[config.mk]
export PLATFORM = sky130hd
export DESIGN_NAME = fetch_controller_flat
export DESIGN_NICKNAME = d
export VERILOG_FILES = /design/src/rtl/fetch_controller_if.sv /design/src/rtl/fetch_controller.sv /design/src/flat_wrapper.sv
export SDC_FILE = /design/constraint.sdc
export NUM_CORES = 1
export LEC_CHECK = 0
export BUFFER_PORTS_ARGS = -buffer_cell sky130_fd_sc_hd__buf_2
export CORE_ASPECT_RATIO = 0.8
export CORE_MARGIN = 4
export CORE_UTILIZATION = 41
export DETAILED_ROUTE_END_ITERATION = 10
export GPL_TIMING_DRIVEN = 0
export SLEW_MARGIN = 20
export SYNTH_ARGS = -nofsm -noshare
export SYNTH_HDL_FRONTEND = slang
export SYNTH_SLANG_ARGS = --single-unit
[constraint.sdc]
create_clock -name clk -period 8.1 [get_ports clk]
set_input_delay 0.81 -clock clk [delete_from_list [all_inputs] [get_ports clk]]
set_output_delay 0.81 -clock clk [all_outputs]
set_load 0.005 [all_outputs]
[src/rtl/fetch_controller_if.sv]
// Fetch-stage bus: hazard/redirect inputs, instruction memory port and
// the registered IF/ID outputs, bundled for the fetch controller.
interface fetch_controller_if;
    logic        stall_in;
    logic        redirect_valid;
    logic [31:0] redirect_pc;
    logic [31:0] imem_read_address;
    logic [31:0] imem_instruction;
    logic        if_valid;
    logic [31:0] if_pc;
    logic [31:0] if_instruction;
    logic        misaligned_error;

    // Fetch controller side
    modport master (
        input  stall_in,
        input  redirect_valid,
        input  redirect_pc,
        input  imem_instruction,
        output imem_read_address,
        output if_valid,
        output if_pc,
        output if_instruction,
        output misaligned_error
    );

    // Pipeline / memory environment side
    modport slave (
        output stall_in,
        output redirect_valid,
        output redirect_pc,
        output imem_instruction,
        input  imem_read_address,
        input  if_valid,
        input  if_pc,
        input  if_instruction,
        input  misaligned_error
    );
endinterface

[src/rtl/fetch_controller.sv]
// Fetch controller: owns the PC, issues one synchronous-read word request
// per cycle, buffers returning words in a 2-entry fifo and drives the
// registered IF/ID outputs. Stalls hold the outputs without losing words;
// redirects squash every in-flight and buffered word.
module fetch_controller #(
    parameter logic [31:0] RESET_PC = 32'h0000_0000
) (
    input logic           clk,
    input logic           reset,
    fetch_controller_if.master bus
);

    // Request tracking
    logic [31:0] req_pc_r;
    logic        inflight_r;
    logic [31:0] inflight_pc_r;

    // Fetch buffer: circular, head index plus occupancy 0..2
    logic [31:0] fifo_pc_r    [2];
    logic [31:0] fifo_instr_r [2];
    logic        head_r;
    logic [1:0]  count_r;

    // IF/ID registers
    logic        if_valid_r;
    logic [31:0] if_pc_r;
    logic [31:0] if_instr_r;
    logic        misaligned_r;

    // Per-edge decisions
    logic        push_s;
    logic        pop_s;
    logic [2:0]  occ_s;
    logic        issue_s;
    logic        wr_idx_s;

    // Decide push/pop/issue for the coming edge. Issue only when the word
    // it will return next cycle is guaranteed a free fifo slot.
    always_comb begin
        push_s   = 1'b0;
        pop_s    = 1'b0;
        occ_s    = 3'd0;
        issue_s  = 1'b0;
        wr_idx_s = 1'b0;
        push_s   = inflight_r;
        if (!bus.stall_in && (count_r != 2'd0)) begin
            pop_s = 1'b1;
        end else begin
            pop_s = 1'b0;
        end
        occ_s    = {1'b0, count_r} + {2'b00, push_s} - {2'b00, pop_s};
        issue_s  = (occ_s <= 3'd1);
        // With count 2 the write slot equals the head being popped this edge
        wr_idx_s = head_r ^ count_r[0];
    end

    // Fifo storage: capture the returning word of a tracked request.
    always_ff @(posedge clk) begin
        if (reset) begin
            fifo_pc_r[0]    <= 32'd0;
            fifo_pc_r[1]    <= 32'd0;
            fifo_instr_r[0] <= 32'd0;
            fifo_instr_r[1] <= 32'd0;
        end else if (!bus.redirect_valid && push_s) begin
            fifo_pc_r[wr_idx_s]    <= inflight_pc_r;
            fifo_instr_r[wr_idx_s] <= bus.imem_instruction;
        end
    end

    // Request sequencing, fifo bookkeeping and IF/ID output registers.
    always_ff @(posedge clk) begin
        if (reset) begin
            req_pc_r      <= RESET_PC;
            inflight_r    <= 1'b0;
            inflight_pc_r <= 32'd0;
            head_r        <= 1'b0;
            count_r       <= 2'd0;
            if_valid_r    <= 1'b0;
            if_pc_r       <= 32'd0;
            if_instr_r    <= 32'd0;
            misaligned_r  <= 1'b0;
        end else if (bus.redirect_valid) begin
            // Squash everything; the low address bits are dropped but flagged
            req_pc_r   <= {bus.redirect_pc[31:2], 2'b00};
            inflight_r <= 1'b0;
            head_r     <= 1'b0;
            count_r    <= 2'd0;
            if_valid_r <= 1'b0;
            if (bus.redirect_pc[1:0] != 2'b00) begin
                misaligned_r <= 1'b1;
            end
        end else begin
            count_r <= occ_s[1:0];
            if (pop_s) begin
                head_r <= ~head_r;
            end
            if (!bus.stall_in) begin
                if_valid_r <= (count_r != 2'd0);
                if (count_r != 2'd0) begin
                    if_pc_r    <= fifo_pc_r[head_r];
                    if_instr_r <= fifo_instr_r[head_r];
                end
            end
            if (issue_s) begin
                inflight_r    <= 1'b1;
                inflight_pc_r <= req_pc_r;
                req_pc_r      <= req_pc_r + 32'd4;
            end else begin
                inflight_r <= 1'b0;
            end
        end
    end

    assign bus.imem_read_address = req_pc_r;
    assign bus.if_valid          = if_valid_r;
    assign bus.if_pc             = if_pc_r;
    assign bus.if_instruction    = if_instr_r;
    assign bus.misaligned_error  = misaligned_r;

endmodule
[src/flat_wrapper.sv]
// flat-port wrapper written by rule: the top's interface ports become plain ports
module fetch_controller_flat 
#(
    parameter logic [31:0] RESET_PC = 32'h0000_0000
)
  (clk, reset, bus_stall_in, bus_redirect_valid, bus_redirect_pc, bus_imem_instruction, bus_imem_read_address, bus_if_valid, bus_if_pc, bus_if_instruction, bus_misaligned_error);
  fetch_controller_if bus_i ();
  input logic clk;
  input logic reset;
  input wire logic [$bits(bus_i.stall_in)-1:0] bus_stall_in;
  input wire logic [$bits(bus_i.redirect_valid)-1:0] bus_redirect_valid;
  input wire logic [$bits(bus_i.redirect_pc)-1:0] bus_redirect_pc;
  input wire logic [$bits(bus_i.imem_instruction)-1:0] bus_imem_instruction;
  output wire logic [$bits(bus_i.imem_read_address)-1:0] bus_imem_read_address;
  output wire logic [$bits(bus_i.if_valid)-1:0] bus_if_valid;
  output wire logic [$bits(bus_i.if_pc)-1:0] bus_if_pc;
  output wire logic [$bits(bus_i.if_instruction)-1:0] bus_if_instruction;
  output wire logic [$bits(bus_i.misaligned_error)-1:0] bus_misaligned_error;
  assign bus_i.stall_in = bus_stall_in;
  assign bus_i.redirect_valid = bus_redirect_valid;
  assign bus_i.redirect_pc = bus_redirect_pc;
  assign bus_i.imem_instruction = bus_imem_instruction;
  assign bus_imem_read_address = bus_i.imem_read_address;
  assign bus_if_valid = bus_i.if_valid;
  assign bus_if_pc = bus_i.if_pc;
  assign bus_if_instruction = bus_i.if_instruction;
  assign bus_misaligned_error = bus_i.misaligned_error;
  fetch_controller #(.RESET_PC(RESET_PC)) u_core (.clk(clk), .reset(reset), .bus(bus_i));
endmodule
==> results list, run 1 <==
- CTS tree: built
- Per-instance average area after synthesis: 11.54 um^2
- Total inserted antenna cells: 0
- Post-detailed-placement cell area: 0.01170 mm^2
* Combined area of the multi-input logic cells: 0.003834 mm^2
- Final period utilization: 44.85%
- Number of setup violations in the final report: 0
- Worst slew margin relative to its limit: 42.12%
- In this run the number of H-tree levels came out at 1.
- Summed area of non-filler cells in the final layout: 0.01251 mm^2
* Number of placed I/O pins: 166
- The run finished with clean final reports.
- Number of buffers added by the clock tree synthesis step: 25
- Antenna violations before repair: 0
- The filler cells instantiated in the layout total roughly 2.3k.
* DRC marker count from the first detailed-route iteration: 383
* Wire length of the first global-routing pass: 39720 um
- Across the run, the number of max-cap violations was 0.
- In this run the cell area of the synthesized design comes to 0.01043 mm^2.
* Share of cells above drive strength 1: roughly a fifth
- Grt ovf: 0
* Routed wire length: approximately 26000 um
- For this design the ratio of total power to cell area is 222.3 mW/mm^2.
- Setup TNS: 0 ns
- For this run, the post-layout net count is around 1.2k.
- Class of the most critical hold timing path: reg -> reg
- Critical Path Start Type: flop
- Global routing used 17.70% of the available tracks across all layers.
- Timing would allow up to 0.2753 GHz.
- The setup path with the least slack is of type reg -> reg.
* Routed via count: about 7.4k
* Worst hold path stage count: 2
* Worst Max-Slew Pin Slew: 0.8683 ns
* Crit path required time: 8.49 ns
* Number of setup buffers added after CTS: 0
- Number of warnings printed during yosys synthesis: 0
* Remaining antenna violation count: 0
* Reg-to-reg startpoint: u_core.count_r[1]$_SDFF_PP0_
* Core area: about 0.025 mm^2
* Number of synthesized flops with an enable pin: 124
* Sequential element share of the synthesized area: about three fifths
- PortBufs: 161
* Clock transition time at the flip-flop clock pins of the worst setup and hold paths: 0.06 ns
* Post-Route Skew: between 0.006 and 0.007 ns
- Placed insts: 1389
- Cells after synthesis: 904
* Initial core utilization: 42.24%
- For flop-to-flop paths, the worst setup slack is 4.47 ns.
- The die covers 0.02807 mm^2.
* Detailed-route wire length per cell: 17.90 um
- Clock tree synthesis found a total of 252 sinks.
- Entering global routing, the biggest net connects 38 pins.
- End point of the most critical hold path: u_core.bus.misaligned_error$_SDFFE_PP0P_
* Setup crit end kind: flop
- Top fanout value on the critical path: 10
- In this run the most critical hold path is launched from u_core.bus.misaligned_error$_SDFFE_PP0P_.
- After synthesis the netlist holds a flip-flop and latch count of 252.
- Worst Reg-to-Reg Cells: 11
- Detailed placement finished with a half-perimeter wire length of 18400 um.
- In this run the static leakage power is between 4 and 5 nW.
* Final standard cell count with taps included and fillers excluded: 1434
- Count of instances resized after the clock tree is built: 0
- Gpl congestion: 0.7974
- The die is 150.7 um tall.
- In the routed layout, each cell is associated on average with a via count of 5.143.
* Maximum resistive drop on vdd: 0.1294 mV
* RSZ-0062 raised after global routing: no
- At the worst endpoint, the arrival time is 4.02 ns.
- Clock period minus final worst setup slack: 3.633 ns
- Before antenna repair, the detailed router went through 6 iterations.
* DRC viols: 0
- Endpoints failing hold: 0
* Number of standard-cell rows in the floorplan: 51
* Worst R2R End: u_core.bus.imem_read_address[14]$_SDFFE_PP0P_
- CTS root buffer: sky130_fd_sc_hd__clkbuf_16
* Clock Tree Buf Depth: 3
* Area Overhead vs Synth: 19.93%
- The most used flip-flop cell after synthesis is sky130_fd_sc_hd__dfxtp_1.
- Via count of the first global-routing pass: 7042
* Clock latency of the later-clocked register in the worst-skew pair: 0.51 ns
- Fin. max-slew vios: 0
* Chip Width: between 150 and 200 um
* Count of hold buffers inserted by post-cts repair: 0
- Summing all flip-flop and latch instances after layout gives 0.006286 mm^2.
- In the synthesized netlist the async set-or-reset flop fraction comes to 0%.
- After synthesis, the netlist uses 48 different library cells.
## power breakdown
group          total (mW)  internal [mW]  switching, mW
logic               0.203         0.0847          0.118
clock network        1.14          0.678          0.464
registers            1.44           1.39         0.0407
total                2.78           2.16          0.623
## metal layers
layer | share of wire, % | GRT usage (%) | vias up
met2 | 45 | 28.22 | 213
li1 | - | - | 3645
met4 | 2.0 | 4.139 | 0
met5 | 0 | 0 | -
met3 | 5.7 | 2.967 | 41
met1 | 47 | 25.55 | 3476
## cell type report
cell class / count / share of cell area (%)
clock inverter: 6 / 0.6302
multi-input combinational: 574 / 30.65
clock buffer: 39 / 5.822
sequential: 252 / 50.26
buffer: 67 / 2.241
timing repair buffer: 164 / 6.802
tap: 318 / 3.181
inverter: 14 / 0.4201
## metrics by stage
step           hold slack (ns)  worst slack [ns]  utilization (%)  power, mW
3_3_place_gp            0.4330             3.657            47.16      1.663
3_5_place_dp            0.4444             4.109            47.38      1.668
6_report                0.4517             4.467            50.65      2.781
2_1_floorplan           0.4421             4.668                -      1.572
5_1_grt                 0.4887             4.244            50.65      2.886
4_1_cts                 0.4533             4.518            50.65      2.807
## logic make-up (layout without fill, tap and decap cells)
kind of cell | count (synthesis) | after routing | share of synthesized area, %
AOI/OAI and AO/OA | 122 | 122 | 8.865
xor gates and xnor gates | 12 | 12 | 1.008
adders and majority gates | 4 | 4 | 0.5519
buffers and inverters | 81 | 290 | 3.191
DFF | 252 | 252 | 60.27
muxes | 92 | 92 | 8.829
other | 1 | 4 | 0.03595
and+or+nand+nor | 340 | 340 | 17.25
## worst max-delay path, cell delays in order (launching register included)
cell,delay [ns]
sky130_fd_sc_hd__dfxtp_1,0.35
sky130_fd_sc_hd__o21bai_1,0.34
sky130_fd_sc_hd__inv_1,0.09
sky130_fd_sc_hd__ha_1,0.28
sky130_fd_sc_hd__inv_1,0.04
sky130_fd_sc_hd__ha_1,0.19
sky130_fd_sc_hd__fa_1,0.42
sky130_fd_sc_hd__xnor2_1,0.29
sky130_fd_sc_hd__nor4b_1,0.70
sky130_fd_sc_hd__buf_2,0.35
sky130_fd_sc_hd__a211oi_1,0.10
sky130_fd_sc_hd__a2111oi_0,0.35
## synthesized netlist by cell type, drive strengths merged, types with 7 or more instances
| cell | number | area (um^2) |
|---|---|---|
| nand3 | 12 | 60.06 |
| nor2 | 119 | 446.7 |
| nand4 | 11 | 68.82 |
| nand2 | 17 | 63.81 |
| mux2i | 92 | 920.9 |
| nor4 | 8 | 50.05 |
| a211oi | 72 | 540.5 |
| or4 | 7 | 52.55 |
| dfxtp | 128 | 2562 |
| buf | 25 | 122.6 |
| and2 | 129 | 807.0 |
| xnor2 | 7 | 61.31 |
| nor3 | 7 | 35.03 |
| a311oi | 10 | 87.58 |
| inv | 14 | 52.55 |
| o21ai | 10 | 50.05 |
| clkbuf | 42 | 157.7 |
| or3 | 8 | 50.05 |
| edfxtp | 124 | 3724 |
| and4 | 8 | 70.07 |
## worst max-delay path by stage
stage | startpoint | to | slack, ns
3_3_place_gp | bus_redirect_valid | u_core.fifo_pc_r[1][9]$_SDFFCE_PN0P_ | 3.66
4_1_cts | u_core.count_r[1]$_SDFF_PP0_ | u_core.bus.imem_read_address[14]$_SDFFE_PP0P_ | 4.52
5_1_grt | u_core.count_r[1]$_SDFF_PP0_ | u_core.bus.imem_read_address[14]$_SDFFE_PP0P_ | 4.24
3_5_place_dp | bus_stall_in | u_core.bus.imem_read_address[14]$_SDFFE_PP0P_ | 4.11
2_1_floorplan | bus_stall_in | u_core.bus.imem_read_address[28]$_SDFFE_PP0P_ | 4.67
6_report | u_core.count_r[1]$_SDFF_PP0_ | u_core.bus.imem_read_address[14]$_SDFFE_PP0P_ | 4.47
## cells in the final DEF (no fill, tap or decap), types with 8 or more instances in the layout
| master | count |
|---|---|
| sky130_fd_sc_hd__clkbuf_16 | 25 |
| sky130_fd_sc_hd__dfxtp_1 | 128 |
| sky130_fd_sc_hd__o21ai_0 | 10 |
| sky130_fd_sc_hd__nand3_1 | 12 |
| sky130_fd_sc_hd__buf_1 | 15 |
| sky130_fd_sc_hd__inv_1 | 14 |
| sky130_fd_sc_hd__nand4_1 | 11 |
| sky130_fd_sc_hd__nand2_1 | 17 |
| sky130_fd_sc_hd__mux2i_1 | 92 |
| sky130_fd_sc_hd__and4_1 | 8 |
| sky130_fd_sc_hd__nor2_1 | 119 |
| sky130_fd_sc_hd__a211oi_1 | 72 |
| sky130_fd_sc_hd__a311oi_1 | 10 |
| sky130_fd_sc_hd__edfxtp_1 | 124 |
| sky130_fd_sc_hd__clkbuf_1 | 51 |
| sky130_fd_sc_hd__buf_2 | 167 |
| sky130_fd_sc_hd__or3_1 | 8 |
| sky130_fd_sc_hd__and2_1 | 129 |
## state kept, by name, indices dropped and copies added (netlist names)
name	flops
u_core.fifo_instr_r	64
u_core.fifo_pc_r	60
u_core.bus.if_instruction	32
u_core.bus.if_pc	30
u_core.bus.imem_read_address	30
u_core.inflight_pc_r	30
u_core.count_r	2
u_core.bus.if_valid	1
u_core.bus.misaligned_error	1
u_core.head_r	1
u_core.inflight_r	1
Note: power is estimated with default switching activity, not from simulation.
==> inputs of run 2 (changes only) <==
==> constraint.sdc (replaced) <==
create_clock -name clk -period 3.73 [get_ports clk]
set_input_delay 0.373 -clock clk [delete_from_list [all_inputs] [get_ports clk]]
set_output_delay 0.373 -clock clk [all_outputs]
set_load 0.005 [all_outputs]
==> results list, run 2 (synthesized netlist as in run 1, its figures left out) <==
- The initial standard-cell utilization of the core is 42.24% (unchanged).
- Total power divided by cell area: 482.7 mW/mm^2 (+120%)
- Routed via count: 7407 (+0.43%)
- The worst path setup slack after routing was 0.2756 ns (-4.192 ns).
- The maximum buffer depth of the clock tree was 3 (unchanged).
- Max Freq: 0.2895 GHz (+5.2%)
* Critical Path Start Type: flop
* Outcome: finished, final reports clean
* Worst slew margin relative to its limit: 41.83% (-0.29 points)
- Top routing layer used: met4
- The number of global-route vias before repair is 7042 (unchanged).
- The maximum level of the CTS H-tree was 1 (unchanged).
- The largest net degree at the start of global routing was 38 (unchanged).
- The worst-case clock skew came to 0.006683 ns (-0.00006894 ns).
- The worst setup path is captured at a flop.
- Pre-Repair DR Iteration Count: 5 (-1)
- The area of the die was 0.02807 mm^2 (unchanged).
- Grt ovf: 0 (unchanged)
- The placed wire-length estimate was 18400 um (unchanged).
- The path class of the tightest hold or removal check is in -> reg.
- The via count normalized by instance count is 5.165 (+0.43%).
* Wire length of the first global-routing pass: 39720 um (unchanged)
- The remaining number of nets flagged by the antenna check after routing was 0 (unchanged).
* Static leakage: 4.761 nW (about the same)
- Worst path bufs/invs: 3 (unchanged)
* Number of standard-cell rows in the floorplan: 51 (unchanged)
- Register bank with the most flops: u_core.fifo_instr_r
- The register clock-pin slew on the reported worst setup and hold paths came to 0.06 ns (about the same).
* GRT Total Usage: 17.70% (unchanged)
- Top fanout value on the critical path: 10 (unchanged)
- The highest cell delay on the worst timing path was 0.51 ns (-0.19 ns).
- The data required time of the critical path is 4.17 ns (-4.32 ns).
- Among all stages on the critical path, the largest delay is contributed by sky130_fd_sc_hd__or4_1.
- Startpoint-to-endpoint class of the critical path: reg -> reg
* Number of buffers added by the clock tree synthesis step: 25 (unchanged)
* Total inserted antenna cells: 0 (unchanged)
- RSZ-0062 raised after global routing: no
- The initial detailed-routing violation count came to 405 (+5.7%).
- The library cell used most frequently in the layout, excluding fill and tap cells, is sky130_fd_sc_hd__buf_2.
- Antenna violations before repair: 0 (unchanged)
- The quantity of I/O buffers inserted on ports was 161 (unchanged).
* Number of setup violations in the final report: 0 (unchanged)
* Final net count: 1170 (unchanged)
- The count of final hold-check violations was 0 (unchanged).
- The maximum resistive drop on vdd came to 0.2822 mV (+120%).
* Gpl congestion: 0.7974 (unchanged)
- R2R setup slack: 0.28 ns (-4.19 ns)
- DIE HEIGHT: 150.7 um (unchanged)
- The number of remaining DRC errors was 0 (unchanged).
* Number of flip-flops in the largest register: 64 (unchanged)
- Share of cells above drive strength 1: 19.35% (+0.090 points)
- The transition time of the tightest slew-check pin is 0.8726 ns (+0.004297 ns).
- The number of cells in the finished layout apart from fillers is 1434 (unchanged).
- Clock period minus final worst setup slack: 3.454 ns (-0.1783 ns)
* Chip Width: 186.3 um (unchanged)
* Cells along the critical path: o21bai_1, inv_1, ha_1, inv_1, ha_1, fa_1, xnor2_1, or3_1, buf_6, or4_1, a31oi_1
- TritonCTS built the clock tree.
* Number of placed I/O pins: 166 (unchanged)
* Core area: 0.02469 mm^2 (unchanged)
- The layout-stage area growth over the synthesis result is 19.99% (about the same).
- Finished Core Util: 50.68% (about the same)
- The later-pin clock latency in the skew report came to 0.51 ns (about the same).
- The count of final max-slew check failures was 0 (unchanged).
- Clock tree synthesis selected as its root buffer the cell sky130_fd_sc_hd__clkbuf_16.
- Met3 wire len: 1443 um (-1.4%)
- Max-capacitance violation count: 0 (unchanged)
- The post-route worst hold slack was 0.1254 ns (-0.3264 ns).
- Setup Slack @ Placement: 0.1758 ns (-3.933 ns)
- The wire length on met1 was 12150 um (-0.17%).
- The cts-stage hold buffer count is 0 (unchanged).
- Placed insts: 1389 (unchanged)
- Routed wire length: 25660 um (about the same)
- The met2 wire length came to 11550 um (+0.33%).
* Commonest cells after routing, fill and taps aside: sky130_fd_sc_hd__buf_2 (167), sky130_fd_sc_hd__and2_1 (129), sky130_fd_sc_hd__dfxtp_1 (128)
- Grouping stages by cell kind, the critical path spends the most delay in simple AND/OR/NAND/NOR gates.
* Data arrival at the endpoint of the critical path: 3.89 ns (-0.13 ns)
- # clock sinks: 252 (unchanged)
- The routed length per placed instance came to 17.89 um (about the same).
* Final period utilization: 92.61% (+48 points)
[run 2: cell count changes in the layout (fill, tap and decap cells not counted)]
cell / change
sky130_fd_sc_hd__nor4b_1: -1
sky130_fd_sc_hd__nor4b_2: +1
[run 2: tightest hold or removal path, stage by stage]
cell and delay [ns]:
sky130_fd_sc_hd__buf_2 0.10, sky130_fd_sc_hd__inv_1 0.06, sky130_fd_sc_hd__a2111oi_2 0.06
[run 2: final cells by class]
type | count | area [um^2]
clock inverter | 6 | 78.83
tap | 318 | 397.9
clock buffer | 39 | 728.2
buffer | 67 | 280.3
timing repair buffer | 164 | 850.8
sequential | 252 | 6286
multi-input combinational | 574 | 3840
inverter | 14 | 52.55
fill | 2265 | 12180
[run 2: worst paths after layout]
| kind | from | endpoint | depth (start not counted) |
|---|---|---|---|
| max | u_core.count_r[1]$_SDFF_PP0_ | u_core.bus.imem_read_address[24]$_SDFFE_PP0P_ | 11 |
| min reg2reg | u_core.bus.misaligned_error$_SDFFE_PP0P_ | u_core.bus.misaligned_error$_SDFFE_PP0P_ | 2 |
| max reg2reg | u_core.count_r[1]$_SDFF_PP0_ | u_core.bus.imem_read_address[24]$_SDFFE_PP0P_ | 11 |
| min | bus_redirect_pc[26] | u_core.bus.imem_read_address[26]$_SDFFE_PP0P_ | 3 |
[run 2: report_power, final]
part	leakage (nW)	total, mW	internal [mW]	switching [mW]
registers	2.33	3.12	3.03	0.0882
clock network	0.396	2.48	1.47	1.01
logic	2.04	0.441	0.184	0.257
[run 2: metrics by stage]
step                      TNS [ns]  power (mW)  cell area (um^2)
after CTS                        0       6.096             12510
after detailed placement         0       3.623             11700
after global routing             0       6.268             12510
after floorplan                  0       3.413             10440
final                            0       6.040             12510
after global placement      -16.76       3.611             11640
[run 2: layer usage]
metal,track usage [%],vias to the layer above
li1,-,3647
met1,25.55,3504
met2,28.22,216
met3,2.967,40
met4,4.139,0
met5,0,-
[run 2: what timing repair did]
action | CTS | global route
setup endpoints to repair | 0 | 4
gates resized for setup | 0 | 1
setup buffers | 0 | 0
==> inputs of run 3 (changes only) <==
--- a/config.mk
+++ b/config.mk
@@ -11,6 +11,7 @@
 export CORE_UTILIZATION = 41
 export DETAILED_ROUTE_END_ITERATION = 10
 export GPL_TIMING_DRIVEN = 0
+export PLACE_DENSITY_LB_ADDON = 0.1
 export SLEW_MARGIN = 20
 export SYNTH_ARGS = -nofsm -noshare
 export SYNTH_HDL_FRONTEND = slang
==> results list, run 3 (synthesized netlist as in run 1, its figures left out) <==
* Critical Path Start Type: flop
* Clock period minus final worst setup slack: 3.350 ns (-0.1049 ns)
- Top fanout value on the critical path: 7 (-3)
- The total global-route track usage came to 18.15% (+0.45 points).
* Number of buffers added by the clock tree synthesis step: 26 (+4.0%)
- The critical path is of the reg -> reg type.
* Worst slew margin relative to its limit: 44.58% (+2.7 points)
* Number of standard-cell rows in the floorplan: 51 (unchanged)
* Detailed-route wire length per cell: 18.12 um (+1.3%)
- The count of buffers added by post-CTS timing repair for setup came to 0 (unchanged).
* Grt ovf: 0 (unchanged)
- The post-route worst hold slack was 0.1039 ns (-0.02145 ns).
* Cells along the critical path: o21bai_1, inv_1, ha_1, inv_1, ha_1, fa_1, xor2_1, nand4_1, or3_1, a2111oi_1
- Worst path max stage delay: 0.46 ns (-0.05 ns)
- Share of cells above drive strength 1: 19.48% (+0.13 points)
* Via count of the first global-routing pass: 7183 (+2.0%)
- Hold path start: bus_redirect_pc[12]
- Class of the most critical hold timing path: in -> reg
- The register clock-pin slew on the reported worst setup and hold paths is 0.06 ns (about the same).
- RSZ-0062 raised after global routing: no
- Finished Core Util: 50.86% (+0.19 points)
- The standby leakage power is 4.783 nW (+0.47%).
- Total power divided by cell area: 487.7 mW/mm^2 (+1.0%)
- The transition time of the tightest slew-check pin was 0.8313 ns (-0.04123 ns).
- DIE HEIGHT: 150.7 um (unchanged)
- Worst hold path stage count: 2 (-1)
- Commonest cells after routing, fill and taps aside: sky130_fd_sc_hd__buf_2 (166), sky130_fd_sc_hd__and2_1 (129), sky130_fd_sc_hd__dfxtp_1 (128)
- Count of hold buffers inserted by post-cts repair: 0 (unchanged)
- Core area: 0.02469 mm^2 (unchanged)
- The initial standard-cell utilization of the core came to 42.24% (unchanged).
- Pre-Repair DR Iteration Count: 5 (unchanged)
- Chip Width: 186.3 um (unchanged)
* Detailed-placement wirelength estimate: 18320 um (-0.42%)
- The count of cells resized by post-cts repair is 0 (unchanged).
* Endpoints failing hold: 0 (unchanged)
- Number of flip-flops in the largest register: 64 (unchanged)
* DRC marker count from the first detailed-route iteration: 357 (-12%)
- Final standard cell count with taps included and fillers excluded: 1438 (+0.28%)
* Max-capacitance violation count: 0 (unchanged)
- The later-pin clock latency in the skew report was 0.52 ns (about the same).
- PortBufs: 161 (unchanged)
- Worst path bufs/invs: 2 (-1)
- STA classifies the critical path endpoint as a flop.
* CTS tree: built
* Combined area of the multi-input logic cells: 0.003834 mm^2 (-0.16%)
- Maximum resistive drop on vdd: 0.3187 mV (+13%)
* DRC viols: 0 (unchanged)
- For hold timing, the worst endpoint is u_core.bus.imem_read_address[12]$_SDFFE_PP0P_.
- Number of setup violations in the final report: 0 (unchanged)
- The data required time of the critical path is 4.14 ns (-0.03 ns).
- CTS root buffer: sky130_fd_sc_hd__clkbuf_16
* Setup Slack @ Placement: 0.3738 ns (+0.1980 ns)
- Worst Reg-to-Reg Cells: 10 (-1)
- Wire length of the first global-routing pass: 40520 um (+2.0%)
- The register with the most flip-flops in the final layout is u_core.fifo_instr_r.
- The slowest stage of the critical path is the sky130_fd_sc_hd__or3_1 cell.
- Detail-routed via count per cell: 5.099 (-1.3%)
* Data arrival at the endpoint of the critical path: 3.76 ns (-0.13 ns)
* Antenna violations before repair: 1 (+1)
- The remaining number of nets flagged by the antenna check after routing is 0 (unchanged).
- Filler cell count in the final layout: 2270 (+0.22%)
* Most common cell after layout, fill and taps aside: sky130_fd_sc_hd__buf_2
- Placed insts: 1389 (unchanged)
* R2R setup slack: 0.38 ns (+0.10 ns)
- The number of nets in the finished design came to 1171 (+0.085%).
* Die footprint: 0.02807 mm^2 (unchanged)
* Area Overhead vs Synth: 20.43%
- FF/Latch Area: 0.006286 mm^2 (unchanged)
* Outcome: finished, final reports clean
* Delay-heaviest family, CP: adder cells
- The worst register-to-register path begins at u_core.count_r[1]$_SDFF_PP0_.
- The maximum level of the CTS H-tree is 1 (unchanged).
- Pin count of the biggest net entering global routing: 43 (+13%)
* Number of placed I/O pins: 166 (unchanged)
- The worst path setup slack after routing came to 0.3805 ns (+0.1049 ns).
- The number of sinks driven by the clock tree is 252 (unchanged).
* Routed wire length: 26060 um (+1.6%)
- Routed via count: 7332 (-1.0%)
- Gpl congestion: 0.8125 (+1.9%)
* Post-Route Skew: 0.01689 ns (+0.01021 ns)
* Worst R2R End: u_core.bus.imem_read_address[29]$_SDFFE_PP0P_
* Final period utilization: 89.80% (-2.8 points)
* Clock Tree Buf Depth: 3 (unchanged)
* Fin. max-slew vios: 0 (unchanged)
- Max Freq: 0.2985 GHz (+3.1%)
* Critical path launch point: u_core.count_r[1]$_SDFF_PP0_
==> run 3: routing by layer <==
layer  global-route usage, %  vias to the layer above  part of all wire [%]
li1                        -                     3650                     -
met1                   26.37                     3451                    49
met2                   28.50                      197                    44
met3                   3.616                       34                   5.2
met4                   3.806                        0                   1.6
met5                       0                        -                     0
==> run 3: layout make-up <==
type,instances,share of cell area [%]
flip-flops and latches,252,50.04
multi-input cells,574,30.52
repair buffers,164,6.853
clock buffers,36,5.887
well taps,318,3.168
plain buffers,67,2.231
clock inverters,12,0.8567
inverters,14,0.4184
diodes,1,0.01992
==> run 3: power breakdown <==
group,switching [mW],internal [mW],total (mW)
registers,0.0952,3.03,3.12
logic,0.254,0.185,0.439
clock network,1.05,1.52,2.56
==> run 3: worst max-delay path by stage <==
stage / endpoint / slack, ns / depth (start not counted)
6_report: u_core.bus.imem_read_address[29]$_SDFFE_PP0P_ / 0.38 / 10
3_5_place_dp: u_core.bus.imem_read_address[29]$_SDFFE_PP0P_ / 0.37 / 11
2_1_floorplan: u_core.bus.imem_read_address[28]$_SDFFE_PP0P_ / 0.68 / 11
3_3_place_gp: u_core.fifo_instr_r[1][13]$_SDFFCE_PN0P_ / -0.40 / 4
4_1_cts: u_core.bus.imem_read_address[29]$_SDFFE_PP0P_ / 0.41 / 10
5_1_grt: u_core.bus.imem_read_address[23]$_SDFFE_PP0P_ / 0.12 / 10
==> run 3: through the flow <==
step	area, um^2	TNS (ns)	power (mW)
floorplan	10440	0	3.413
detailed placement	11710	0	3.626
global placement	11640	-24.70	3.616
CTS	12560	0	6.197
finish	12560	0	6.126
global route	12560	0	6.378
==> run 3: worst register-to-register path, stage by stage (launching register included) <==
cell and delay (ns):
sky130_fd_sc_hd__dfxtp_1 0.35, sky130_fd_sc_hd__o21bai_1 0.30, sky130_fd_sc_hd__inv_1 0.08, sky130_fd_sc_hd__ha_1 0.28, sky130_fd_sc_hd__inv_1 0.04, sky130_fd_sc_hd__ha_1 0.19
sky130_fd_sc_hd__fa_1 0.42, sky130_fd_sc_hd__xor2_1 0.42, sky130_fd_sc_hd__nand4_1 0.38, sky130_fd_sc_hd__or3_1 0.46, sky130_fd_sc_hd__a2111oi_1 0.33
